==> config.mk <==
export PLATFORM = sky130hd
export DESIGN_NAME = mem_unit
export DESIGN_NICKNAME = d
export VERILOG_FILES = /design/src/rtl/mem_unit.sv
export SDC_FILE = /design/constraint.sdc
export NUM_CORES = 1
export LEC_CHECK = 0
export CAP_MARGIN = 20
export CORE_MARGIN = 2
export CORE_UTILIZATION = 45
export CTS_BUF_LIST = sky130_fd_sc_hd__clkbuf_4
export DETAILED_ROUTE_END_ITERATION = 12
export PLACE_DENSITY = 0.84
export SLEW_MARGIN = 10
export SYNTH_ARGS = -nofsm -noshare
export SYNTH_HDL_FRONTEND = slang
export SYNTH_SLANG_ARGS = --single-unit
==> constraint.sdc <==
create_clock -name clk -period 5.9 [get_ports clk]
set_clock_uncertainty 0.1 [all_clocks]
set_input_delay 0.59 -clock clk [delete_from_list [all_inputs] [get_ports clk]]
set_output_delay 0.59 -clock clk [all_outputs]
set_load 0.005 [all_outputs]
==> src/rtl/mem_unit.sv <==
// Byte-serial memory stage: splits LB/LH/LW/LBU/LHU/SB/SH/SW into single-byte
// accesses on an 8-bit port. MEM_MISALIGN_CHK_EN enables misaligned-access trapping.

`ifndef RegBus
`define RegBus 32
`endif
`ifndef RegAddrBus
`define RegAddrBus 5
`endif
`ifndef AluOpBus
`define AluOpBus 8
`endif
`ifndef ME_NOP_OP
`define ME_NOP_OP 8'b00000000
`endif
`ifndef EX_LB_OP
`define EX_LB_OP  8'b11100000
`endif
`ifndef EX_LH_OP
`define EX_LH_OP  8'b11100001
`endif
`ifndef EX_LW_OP
`define EX_LW_OP  8'b11100011
`endif
`ifndef EX_LBU_OP
`define EX_LBU_OP 8'b11100100
`endif
`ifndef EX_LHU_OP
`define EX_LHU_OP 8'b11100101
`endif
`ifndef EX_SB_OP
`define EX_SB_OP  8'b11101000
`endif
`ifndef EX_SH_OP
`define EX_SH_OP  8'b11101001
`endif
`ifndef EX_SW_OP
`define EX_SW_OP  8'b11101011
`endif

module mem_unit (
  input  logic                   clk,
  input  logic                   rst,
  input  logic [`RegAddrBus-1:0] wd_i,
  input  logic                   wreg_i,
  input  logic [`RegBus-1:0]     wdata_i,
  input  logic [`AluOpBus-1:0]   aluop_i,
  input  logic [`RegBus-1:0]     mem_addr_i,
  output logic [`RegAddrBus-1:0] wd_o,
  output logic                   wreg_o,
  output logic [`RegBus-1:0]     wdata_o,
  output logic                   stall_req_o,
  output logic [31:0]            mem_a_o,
  output logic                   mem_wr_o,
  output logic [7:0]             mem_dout_o,
  input  logic [7:0]             mem_din_i,
  output logic                   misalign_o
);

`ifdef MEM_MISALIGN_CHK_EN
  localparam bit ChkEn = 1'b1;
`else
  localparam bit ChkEn = 1'b0;
`endif

  typedef enum logic [1:0] {StIdle, StXfer, StDone} state_e;

  state_e             state_q, state_d;
  logic [2:0]         cnt_q, cnt_d;
  logic [`RegBus-1:0] asm_q, asm_d;

  logic               is_load, is_store, misaligned, kill;
  logic [2:0]         size;
  logic [`RegBus-1:0] load_val;
  logic [1:0]         cap_idx;
  logic [4:0]         byte_sel, cap_sel;

  always_comb begin
    is_load  = 1'b0;
    is_store = 1'b0;
    size     = 3'd0;
    load_val = asm_q;
    case (aluop_i)
      `EX_LB_OP:  begin is_load = 1'b1; size = 3'd1; load_val = {{24{asm_q[7]}}, asm_q[7:0]}; end
      `EX_LBU_OP: begin is_load = 1'b1; size = 3'd1; load_val = {24'd0, asm_q[7:0]}; end
      `EX_LH_OP:  begin is_load = 1'b1; size = 3'd2; load_val = {{16{asm_q[15]}}, asm_q[15:0]}; end
      `EX_LHU_OP: begin is_load = 1'b1; size = 3'd2; load_val = {16'd0, asm_q[15:0]}; end
      `EX_LW_OP:  begin is_load = 1'b1; size = 3'd4; end
      `EX_SB_OP:  begin is_store = 1'b1; size = 3'd1; end
      `EX_SH_OP:  begin is_store = 1'b1; size = 3'd2; end
      `EX_SW_OP:  begin is_store = 1'b1; size = 3'd4; end
      default: ;
    endcase
  end

  assign misaligned = ((size == 3'd2) && mem_addr_i[0]) ||
                      ((size == 3'd4) && (mem_addr_i[1:0] != 2'b00));
  // Writing r0 is architecturally discarded.
  assign kill     = wreg_i && (wd_i == '0);
  assign cap_idx  = cnt_q[1:0] - 2'd1;
  assign byte_sel = {cnt_q[1:0], 3'b000};
  assign cap_sel  = {cap_idx, 3'b000};

  always_comb begin
    state_d     = state_q;
    cnt_d       = cnt_q;
    asm_d       = asm_q;
    wd_o        = '0;
    wreg_o      = 1'b0;
    wdata_o     = '0;
    stall_req_o = 1'b0;
    mem_a_o     = '0;
    mem_wr_o    = 1'b0;
    mem_dout_o  = '0;
    misalign_o  = 1'b0;
    if (rst) begin
      state_d = StIdle;
      cnt_d   = 3'd0;
      asm_d   = '0;
    end else begin
      case (state_q)
        StIdle: begin
          if ((is_load || is_store) && ChkEn && misaligned) begin
            wd_o       = wd_i;
            misalign_o = 1'b1;
          end else if (is_load || is_store) begin
            mem_a_o     = mem_addr_i;
            stall_req_o = 1'b1;
            asm_d       = '0;
            cnt_d       = 3'd1;
            if (is_store) begin
              mem_wr_o   = 1'b1;
              mem_dout_o = wdata_i[7:0];
            end
            // A single-byte store has nothing left to transfer.
            state_d = (is_store && size == 3'd1) ? StDone : StXfer;
          end else begin
            wd_o    = wd_i;
            wreg_o  = wreg_i && !kill;
            wdata_o = kill ? '0 : wdata_i;
          end
        end
        StXfer: begin
          stall_req_o = 1'b1;
          cnt_d       = cnt_q + 3'd1;
          if (cnt_q < size) begin
            mem_a_o = mem_addr_i + {29'd0, cnt_q};
            if (is_store) begin
              mem_wr_o   = 1'b1;
              mem_dout_o = wdata_i[byte_sel +: 8];
            end
          end
          if (is_load) begin
            asm_d[cap_sel +: 8] = mem_din_i;
            if (cnt_q == size) state_d = StDone;
          end else if (cnt_q == size - 3'd1) begin
            state_d = StDone;
          end
        end
        StDone: begin
          wd_o    = wd_i;
          cnt_d   = 3'd0;
          state_d = StIdle;
          if (is_load) begin
            wreg_o  = wreg_i && !kill;
            wdata_o = kill ? '0 : load_val;
          end
        end
        default: state_d = StIdle;
      endcase
    end
  end

  always_ff @(posedge clk) begin
    if (rst) begin
      state_q <= StIdle;
      cnt_q   <= 3'd0;
      asm_q   <= '0;
    end else begin
      state_q <= state_d;
      cnt_q   <= cnt_d;
      asm_q   <= asm_d;
    end
  end

endmodule
# Yosys cells after proc, flatten, opt, wreduce, memory -nomap -nowiden
# Cells that the tools add are included.
# op_classes
shifts	3
order_cmp	1
reduce_logical	17
addsub	5
eq_ne	17
mux	47
# ops
op	count
$mux 32	10
$pmux 32 s2	3
$pmux 32 s4	1
$eq 8x8->1 const B	8
$mux 8	5
$add 32x3->32	1
$bwmux 32	1
$shift 8x7->32 const A	1
$shiftx 32x6->8	1
$shiftx 8x7->32	1
$pmux 3 s3	2
$pmux 8 s2	1
$mux 1	11
$mux 2	5
$mux 5	2
$pmux 5 s2	1
$reduce_or 3->1	3
$neg 5->7	1
$eq 3x3->1	2
$ne 3x3->1 const B	2
$pmux 1 s2	3
$reduce_and 3->1	2
$logic_not 5->1	1
$reduce_or 5->1	1
other kinds (18)	21
# word_totals
output_inout_bits	81
in_bits	88
reg_bits	37

# Longest topological paths before layout
# Gate-level depths: netlist of the first run.
# logic_depth
ltp_word	8
depth_mapped	12
mapped_depth_nobuf	10

# Worst setup path after synthesis of the first run
# OpenSTA, ideal clock, no wires.
# synth_timing
kind	input to output
start	input aluop_i[1]
end	output mem_a_o[21]
cell_stages	11
setup_slack_ns	2.330
n_path_buf	3
required_ns	5.210
arrival_time_ns	2.880
cell_sequence	clkbuf_1 > nor2_1 > nand3_1 > ha_1 > nor2b_1 > o21a_1 > or3_1 > clkbuf_1 > buf_2 > o31a_1 > a31oi_1
# synth_via
elab_chain_cells	7
# synth_rtl
item	line_no	source
start: declaration	47	input logic [`AluOpBus-1:0] aluop_i,
$eq 8x8->1	83	case (aluop_i)
$reduce_or 3->1 (no line), or another cell as far along	--	
$pmux 3 s3 / $mux 1 (equally long branches)	83	
$lt 3x3->1 / $logic_or 1x1->1 (equally long branches)	146, 126	
$mux 32 (on tied branches)	146, 126	
$pmux 32 s2 (*)	121	case (state_q)
$mux 32 (*)	116	if (rst) begin
end: declaration	53	output logic [31:0] mem_a_o,
# Every way passes the cells marked *; elsewhere a longest branch is shown, timed or not.

# Final worst setup path of the first run
# layout_timing
start	input aluop_i[1]
end	output mem_a_o[27]
# Same word-level chain as after synthesis.

==> results of run 1 <==
[sequential cells by signal, indices dropped and copies added, names as in the netlist]
| name | flops |
|---|---|
| asm_q | 32 |
| cnt_q | 3 |
| state_q | 2 |
[placed cells by master (no fill, tap or decap), types with 9 or more instances in the layout]
master,Yosys,routed
a21o_1,24,24
a21oi_1,26,26
a22oi_1,26,26
a2bb2oi_1,16,16
a31oi_1,10,10
and2_1,10,10
buf_4,2,9
clkdlybuf4s50_1,0,167
dfxtp_1,37,37
ha_1,15,15
inv_1,19,19
mux2i_1,9,9
nand2_1,52,52
nand3_1,20,20
nor2_1,78,78
nor2b_1,11,11
nor3_1,14,14
o21ai_0,15,15
[worst max-delay path: cells and delay by family]
kind / cells / cell delay (ns)
buffers and inverters: 2 / 1.17
AO/OA/AOI/OAI: 1 / 0.23
AND/OR/NAND/NOR: 6 / 1.97
adder cells (fa/ha/maj): 1 / 0.33
[cell type report]
type | count | share of cell area
clock inverters | 1 | 0.000639
flip-flops and latches | 37 | 0.126
inverters | 20 | 0.0128
repair buffers | 177 | 0.299
clock buffers | 6 | 0.00767
well taps | 108 | 0.0230
multi-input cells | 458 | 0.531
[kinds of logic after synthesis]
| logic type | count (synthesis) | share of synthesized area |
|---|---|---|
| flip-flops | 37 | 0.181 |
| AO/OA/AOI/OAI | 179 | 0.330 |
| other | 1 | 0.000917 |
| AND/OR/NAND/NOR | 241 | 0.303 |
| adder cells (fa/ha/maj) | 16 | 0.0508 |
| multiplexers | 18 | 0.0688 |
| XOR/XNOR | 3 | 0.00643 |
| buffers and inverters | 59 | 0.0590 |
[report_power, final]
| part | leakage [nW] | internal [mW] | switching [mW] |
|---|---|---|---|
| Sequential | 0.298 | 0.258 | 0.0182 |
| Combinational | 1.89 | 0.386 | 0.406 |
| Clock | 0.0292 | 0.0480 | 0.0840 |
| Total | 2.22 | 0.692 | 0.508 |
[path summary, 6_finish.rpt]
check | startpoint | to | slack [ns] | depth (start not counted)
setup / recovery | aluop_i[1] | mem_a_o[27] | 0.91 | 10
hold / removal | asm_q[16] | asm_q[16] | 0.37 | 1
setup reg to reg | cnt_q[0] | state_q[0] | 2.92 | 7
hold reg to reg | asm_q[16] | asm_q[16] | 0.37 | 1
[per-layer routing]
layer | share of wire | track usage
met5 | 0 | 0
met4 | 0.037 | 0.121
met3 | 0.096 | 0.0527
met2 | 0.48 | 0.523
met1 | 0.39 | 0.353
==> out/metrics.json, run 1 <==
{
  "cells_and_area": {
    "fin_nets": 803,
    "postLayoutCoreUtil": 0.670,
    "insertedDiodeCount": 0,
    "area_growth_syn_to_layout_pct": 43.6,
    "num-fill-cells": 734,
    "layout.cell_area.non_filler_um2": 5870,
    "area.sequential_um2": 741,
    "fin_cells": 807,
    "post_route_cells_drive_above_1_share": 0.0615,
    "multi_input_comb_area_um2": 3120
  },
  "power_and_ir_drop": {
    "power.ir.vdd_worst_mv": 0.145,
    "leakage_nw": 2.22,
    "totalPowerFinal_mw": 1.20,
    "power_density_nw_per_um2": 204
  },
  "synth": {
    "synth_enable_flop_cells": 0,
    "syn_nets": 658,
    "yosys_register_bits": 37,
    "synth.top_cells.by_count": "78 x nor2_1, 52 x nand2_1, 37 x dfxtp_1, 26 x a21oi_1, 26 x a22oi_1",
    "synth-warning-count": 0,
    "async_reset_ff_frac": 0,
    "synth.top_cells.by_area": "dfxtp_1 18%, nor2_1 7.2%, a22oi_1 4.8%, nand2_1 4.8%, ha_1 4.6%",
    "post-synth-top-area-cell": "dfxtp_1",
    "synthesis.area_um2": 4090,
    "synth_top_area_share": 0.181,
    "cell_with_the_most_instances_after_synthesis": "nor2_1",
    "synthesis.instances": 554,
    "synthesized_area_divided_by_synthesized_cell_count_um2": 7.38,
    "seq_area_frac_synth": 0.181,
    "synth_ff_type": "dfxtp_1",
    "synth.lib_cells_used.distinct": 68
  },
  "routing": {
    "wl_mm": 15.2,
    "ant_nets": 0,
    "avgViaCountPerCell": 6.39,
    "drc": 0,
    "detailedRoute.firstPassIterationCount": 8,
    "count_of_routing_violations_after_the_opening_detailed_route_iteration": 358,
    "avgRoutedWirePerCell_um": 18.9,
    "route.vias.total": 5158
  },
  "cts": {
    "post_cts_hold_buffer_count": 0,
    "cts_post_setup_buffers_inserted": 0,
    "clock_tree.root_cell": "clkbuf_4",
    "cts_made_buffers": 5,
    "cts_resized": 0,
    "clock_latency_late_sink_ns": 0.35,
    "cts_tree": "done",
    "clk_path_buf_depth": 2,
    "numClockSinks": 37,
    "htree_levels": 2,
    "clk_pin_slew_worst_paths_ns": 0.11
  },
  "sta": {
    "grt_setup_unrepaired": "false",
    "min_period_ns": 4.99,
    "final_hold_viol_count": 0,
    "finalCritPeriodShare": 0.845,
    "final-max-slew-violation-count": 0,
    "fin_ws_ns": 0.915,
    "slew_headroom": 0.317,
    "timing.setup.tns_ns": 0,
    "worst_pin_slew_ns": 1.02,
    "hold_slack_ns": 0.371,
    "setup_violations": 0,
    "timing.fmax_mhz": 201
  },
  "worst_setup_path": {
    "worstSetupEndpointType": "output pin",
    "setup.worst_path.start_class": "input port",
    "critPathKind": "in2out",
    "cp_slowest_cell": "clkdlybuf4s50_1",
    "worst-endpoint-arrival_ns": 4.30,
    "cp_max_fo": 16,
    "crit_path_cell_trace": "clkdlybuf4s50_1, nor2_1, nand3_1, ha_1, nor2b_1, o21a_1, or3_1, or4_1, nand3_1, clkdlybuf4s50_1",
    "cp_data_required_time_ns": 5.21,
    "max_stage_delay_ns": 0.68
  },
  "status": {
    "run_status": "finished, final reports clean"
  },
  "place": {
    "post-dp-hpwl_mm": 11.7,
    "io_buffer_count": 167,
    "detailed_place.area_um2": 5810,
    "dp.cells": 799,
    "place_congestion": 0.912,
    "dp_slack_ns": 0.976
  },
  "global_routing": {
    "initial_antenna_violation_count": 0,
    "grt_overflow": 0,
    "total_grt_usage": 0.296,
    "largest_net_degree_at_the_start_of_global_routing": 39,
    "grt_pass1_vias": 4828,
    "first_pass_grt_wire_length_mm": 23.9
  },
  "floorplanning": {
    "core_area_um2": 8760,
    "die-area_um2": 9870,
    "design.portCount": 169,
    "initial_utilization": 0.467,
    "num_rows": 34,
    "dieWidth_um": 99.3,
    "die_height_um": 99.3
  },
  "worst_hold_path": {
    "min-delay-path-class": "reg2reg"
  },
  "job": {
    "cap_viol_max_count": 0
  }
}
No activity file was read; power rests on OpenSTA's default activity.
==> run 2, diff against run 1 <==
==> constraint.sdc (replaced) <==
create_clock -name clk -period 5.2 [get_ports clk]
set_clock_uncertainty 0.1 [all_clocks]
set_input_delay 0.52 -clock clk [delete_from_list [all_inputs] [get_ports clk]]
set_output_delay 0.52 -clock clk [all_outputs]
set_load 0.005 [all_outputs]
==> run 2 against run 1 <==
Design area increased by 0.34%. Critical path depth increased by 1. Hold slack got worse by 0.0056 ns. Sequential share of layout area about the same. Largest power group unchanged. First-iteration DRC count increased by 11%. Wire length increased by 0.89%. Core utilization increased by 0.23 points. Non-clock buffer count increased by 3. Setup slack got worse by 0.50 ns. Register-to-register slack got worse by 0.24 ns.
==> out/metrics.json, run 2 (same netlist as run 1, synthesis figures left out) <==
{
  "worst_setup_path": {
    "crit-reg2reg-launch": "cnt_q[0]",
    "critPathTopFamily": "simple AND/OR/NAND/NOR gates",
    "crit_path_cell_trace": "clkdlybuf4s50_1, nand4b_4, nor2_1, nand3_1, ha_1, nor2b_1, o21a_1, or3_1, or4_1, nand3_1, clkdlybuf4s50_1",
    "worstSetupEndpointType": "output pin",
    "setup.worst_path.start_class": "input port",
    "cp_data_required_time_ns": 4.58,
    "worst-endpoint-arrival_ns": 4.16,
    "critical_path_buf_inv_count": 2,
    "cp_slowest_cell": "or4_1",
    "critPathKind": "in2out",
    "timing.reg2reg.worst_path_depth": 8,
    "max_stage_delay_ns": 0.59,
    "setup.reg_to_reg.worst_slack_ns": 2.68,
    "cp-startpoint": "aluop_i[5]",
    "timing.rr.end": "state_q[0]",
    "cp_max_fo": 16
  },
  "power_and_ir_drop": {
    "power.ir.vdd_worst_mv": 0.178,
    "leakage_nw": 2.23,
    "totalPowerFinal_mw": 1.37,
    "power_density_nw_per_um2": 232
  },
  "sta": {
    "finalCritPeriodShare": 0.920,
    "timing.fmax_mhz": 209,
    "timing.setup.tns_ns": 0,
    "slew_headroom": 0.331,
    "worst_pin_slew_ns": 1.00,
    "final-max-slew-violation-count": 0,
    "fin_ws_ns": 0.417,
    "grt_setup_unrepaired": "false",
    "hold_slack_ns": 0.366,
    "final_hold_viol_count": 0,
    "min_period_ns": 4.78,
    "setup_violations": 0
  },
  "routing": {
    "wl_mm": 15.4,
    "route.vias.total": 5119,
    "ant_nets": 0,
    "drc": 0,
    "avgRoutedWirePerCell_um": 19.0,
    "detailedRoute.firstPassIterationCount": 8,
    "count_of_routing_violations_after_the_opening_detailed_route_iteration": 397,
    "avgViaCountPerCell": 6.32
  },
  "cts": {
    "numClockSinks": 37,
    "clock_latency_late_sink_ns": 0.36,
    "htree_levels": 2,
    "cts_tree": "done",
    "clk_path_buf_depth": 2,
    "clk_pin_slew_worst_paths_ns": 0.10,
    "cts_made_buffers": 5,
    "post_cts_hold_buffer_count": 0,
    "cts_resized": 0,
    "clock_tree.root_cell": "clkbuf_4",
    "cts_post_setup_buffers_inserted": 0
  },
  "global_routing": {
    "grt_pass1_vias": 4881,
    "first_pass_grt_wire_length_mm": 24.2,
    "initial_antenna_violation_count": 0,
    "grt_overflow": 0,
    "total_grt_usage": 0.298,
    "largest_net_degree_at_the_start_of_global_routing": 35
  },
  "worst_hold_path": {
    "worstHoldEndpoint": "asm_q[17]",
    "beginning_of_the_worst_hold_path": "asm_q[17]",
    "min-delay-path-class": "reg2reg",
    "min_path_cells": 1
  },
  "floorplanning": {
    "design.portCount": 169,
    "die-area_um2": 9870,
    "initial_utilization": 0.467,
    "die_height_um": 99.3,
    "num_rows": 34,
    "dieWidth_um": 99.3,
    "core_area_um2": 8760
  },
  "cells_and_area": {
    "layout.cell_area.non_filler_um2": 5890,
    "post_route_cells_drive_above_1_share": 0.0670,
    "fin_nets": 806,
    "largest_reg_flops": 32,
    "num-fill-cells": 757,
    "insertedDiodeCount": 0,
    "biggestRegsByFlops": "asm_q (32), cnt_q (3), state_q (2)",
    "fin_cells": 810,
    "layout.cells.most_common_list": "167 x clkdlybuf4s50_1, 78 x nor2_1, 52 x nand2_1",
    "postLayoutCoreUtil": 0.672,
    "layout_commonest_cell": "clkdlybuf4s50_1",
    "register_name_with_the_most_flops": "asm_q",
    "area_growth_syn_to_layout_pct": 44.1
  },
  "status": {
    "run_status": "finished, final reports clean"
  },
  "job": {
    "cap_viol_max_count": 0
  },
  "place": {
    "post-dp-hpwl_mm": 11.8,
    "dp_slack_ns": 0.425,
    "detailed_place.area_um2": 5840,
    "place_congestion": 0.929,
    "io_buffer_count": 167,
    "dp.cells": 803
  }
}
-- run 2: worst register-to-register path, delay by kind of cell, from the launching register on --
kind / cells / cell delay (ns)
AOI/OAI and AO/OA: 3 / 0.75
buffers and inverters: 2 / 0.45
and+or+nand+nor: 2 / 0.39
DFF: 1 / 0.36
adders and majority gates: 1 / 0.34
-- run 2: metal layers --
layer  wire length [um]  global-route usage
met2               7410               0.511
met5                  0                   0
met4                508               0.129
met1               6010               0.360
met3               1450              0.0632
-- run 2: final cells by class --
cell class	instances	area (um^2)	share of cell area
clock buffers	6	45.0	0.00764
clock inverters	1	8.76	0.00149
inverters	20	75.1	0.0127
multi-input cells	458	3120	0.529
flip-flops and latches	37	741	0.126
well taps	108	135	0.0229
repair buffers	180	1770	0.300
-- run 2: worst max-delay path by stage --
stage / to / slack, ns / cells past startpoint
floorplan: mem_a_o[21] / 1.77 / 11
global placement: mem_a_o[27] / 0.56 / 11
detailed placement: mem_a_o[27] / 0.42 / 11
CTS: mem_a_o[27] / 0.43 / 11
global route: mem_a_o[27] / 0.19 / 11
finish: mem_a_o[27] / 0.42 / 11
-- run 2: report_power, final --
| part | internal (mW) | switching [mW] |
|---|---|---|
| clock | 0.0567 | 0.106 |
| combinational | 0.436 | 0.469 |
| sequential | 0.293 | 0.00780 |
| total | 0.786 | 0.582 |
==> run 3, diff against run 2 <==
==> constraint.sdc (replaced) <==
create_clock -name clk -period 4.6 [get_ports clk]
set_clock_uncertainty 0.1 [all_clocks]
set_input_delay 0.46 -clock clk [delete_from_list [all_inputs] [get_ports clk]]
set_output_delay 0.46 -clock clk [all_outputs]
set_load 0.005 [all_outputs]
==> run 3 against run 2 <==
Hold slack improved by 0.0035 ns. Clock-buffer cell count fell by 1. Critical path depth did not move. Register-to-register slack got worse by 0.60 ns. Sequential cell count did not move. Core utilization rose by 0.40 points. Sequential power rose by 13%. Via count barely moved. Critical path type unchanged. Critical endpoint unchanged. Highest routed layer unchanged.
==> out/metrics.json, run 3 (same netlist as run 1, synthesis figures left out) <==
{
  "place": {
    "place_congestion": 0.908,
    "dp.cells": 805,
    "dp_slack_ns": 0.114,
    "detailed_place.area_um2": 5850,
    "io_buffer_count": 167,
    "post-dp-hpwl_mm": 11.7
  },
  "cells_and_area": {
    "register_name_with_the_most_flops": "asm_q",
    "layout.cell_area.non_filler_um2": 5930,
    "layout.cells.most_common_list": "167 x clkdlybuf4s50_1, 78 x nor2_1, 52 x nand2_1",
    "post_route_cells_drive_above_1_share": 0.0708,
    "layout_commonest_cell": "clkdlybuf4s50_1",
    "num-fill-cells": 758,
    "fin_cells": 814,
    "postLayoutCoreUtil": 0.676,
    "largest_reg_flops": 32,
    "fin_nets": 809,
    "area_growth_syn_to_layout_pct": 44.9,
    "biggestRegsByFlops": "asm_q (32), cnt_q (3), state_q (2)",
    "insertedDiodeCount": 0
  },
  "worst_setup_path": {
    "crit-reg2reg-launch": "state_q[1]",
    "setup.reg_to_reg.worst_slack_ns": 2.08,
    "worst-endpoint-arrival_ns": 3.78,
    "timing.reg2reg.worst_path_depth": 8,
    "crit_path_cell_trace": "clkdlybuf4s50_1, nand4b_4, nor2_1, nand3_1, ha_1, nor2b_1, o21a_1, or3_4, or4_1, nand3_1, clkdlybuf4s50_1",
    "timing.rr.end": "state_q[0]",
    "setup.worst_path.start_class": "input port",
    "max_stage_delay_ns": 0.53,
    "worstSetupEndpointType": "output pin",
    "cp_max_fo": 16,
    "cp_data_required_time_ns": 4.04,
    "critPathKind": "in2out",
    "cp_slowest_cell": "or4_1"
  },
  "cts": {
    "clock_tree.root_cell": "clkbuf_4",
    "clock_latency_late_sink_ns": 0.36,
    "htree_levels": 2,
    "cts_tree": "done",
    "cts_made_buffers": 5,
    "clk_path_buf_depth": 2,
    "cts_post_setup_buffers_inserted": 0,
    "clk_pin_slew_worst_paths_ns": 0.10,
    "post_cts_hold_buffer_count": 0,
    "numClockSinks": 37
  },
  "sta": {
    "final_hold_viol_count": 0,
    "timing.fmax_mhz": 231,
    "worst_pin_slew_ns": 0.970,
    "fin_ws_ns": 0.264,
    "finalCritPeriodShare": 0.943,
    "final-max-slew-violation-count": 0,
    "timing.setup.tns_ns": 0,
    "min_period_ns": 4.34,
    "setup_violations": 0,
    "grt_setup_unrepaired": "false",
    "hold_slack_ns": 0.369,
    "slew_headroom": 0.351
  },
  "routing": {
    "met3_wirelength_mm": 1.37,
    "route.vias.total": 5116,
    "wl_mm": 15.3,
    "met2_wirelength_mm": 7.28,
    "detailedRoute.firstPassIterationCount": 5,
    "met1_length_mm": 6.11,
    "avgViaCountPerCell": 6.29,
    "count_of_routing_violations_after_the_opening_detailed_route_iteration": 392,
    "drc": 0,
    "avgRoutedWirePerCell_um": 18.8,
    "top_signal_layer_used": "met4",
    "ant_nets": 0
  },
  "floorplanning": {
    "design.portCount": 169,
    "die-area_um2": 9870,
    "core_area_um2": 8760,
    "num_rows": 34,
    "die_height_um": 99.3,
    "dieWidth_um": 99.3,
    "initial_utilization": 0.467
  },
  "worst_hold_path": {
    "beginning_of_the_worst_hold_path": "asm_q[18]",
    "worstHoldEndpoint": "asm_q[18]",
    "min-delay-path-class": "reg2reg",
    "min_path_cells": 1
  },
  "power_and_ir_drop": {
    "power_density_nw_per_um2": 265,
    "power.ir.vdd_worst_mv": 0.166,
    "leakage_nw": 2.25,
    "totalPowerFinal_mw": 1.57
  },
  "status": {
    "run_status": "finished, final reports clean"
  },
  "global_routing": {
    "grt_overflow": 0,
    "largest_net_degree_at_the_start_of_global_routing": 39,
    "initial_antenna_violation_count": 0,
    "total_grt_usage": 0.301,
    "grt_pass1_vias": 5058,
    "first_pass_grt_wire_length_mm": 24.5
  },
  "job": {
    "cap_viol_max_count": 0
  }
}
run 3: cell count changes in the layout (fill, tap and decap cells not counted):
| cell | previous run | this run |
|---|---|---|
| buf_4 | 13 | 15 |
| clkinv_1 | 1 | 3 |
| buf_8 | 0 | 1 |
| clkbuf_4 | 6 | 5 |
| clkinv_4 | 1 | 0 |
| inv_6 | 0 | 1 |
| or3_1 | 6 | 5 |
| or3_4 | 0 | 1 |
run 3: layout make-up:
cell class	instances	area, um^2	area share
clock buffers	5	37.5	0.00633
inverters	20	75.1	0.0127
clock inverters	3	16.3	0.00274
repair buffers	183	1800	0.304
flip-flops and latches	37	741	0.125
well taps	108	135	0.0228
multi-input cells	458	3120	0.527
run 3: routing by layer:
metal / GRT usage / vias up
met5: 0 / -
met4: 0.144 / 0
met3: 0.0555 / 40
met2: 0.520 / 289
met1: 0.360 / 2382
li1: - / 2405
run 3: worst max-delay path: cells and delay by family:
kind                       cells  cell delay (ns)
adders and majority gates      1             0.33
and+or+nand+nor                7             1.73
AOI/OAI and AO/OA              1             0.23
buffers and inverters          2             1.02
run 3: worst max path at each step:
| stage | startpoint | to | slack [ns] |
|---|---|---|---|
| detailed placement | aluop_i[5] | mem_a_o[27] | 0.11 |
| global route | aluop_i[5] | mem_a_o[27] | 0.03 |
| CTS | aluop_i[5] | mem_a_o[27] | 0.1 |
| finish | aluop_i[5] | mem_a_o[27] | 0.26 |
| global placement | aluop_i[5] | mem_a_o[27] | 0.21 |
| floorplan | aluop_i[1] | mem_a_o[21] | 1.29 |
run 3: timing repair:
item	in CTS	in global routing
resized for setup	0	1
endpoints found under the setup margin	0	5
endpoints found under the hold margin	0	0
run 3: where the power goes:
group	internal, mW	switching, mW	total [mW]
clock	0.0581	0.117	0.175
sequential	0.332	0.00853	0.340
combinational	0.510	0.543	1.05
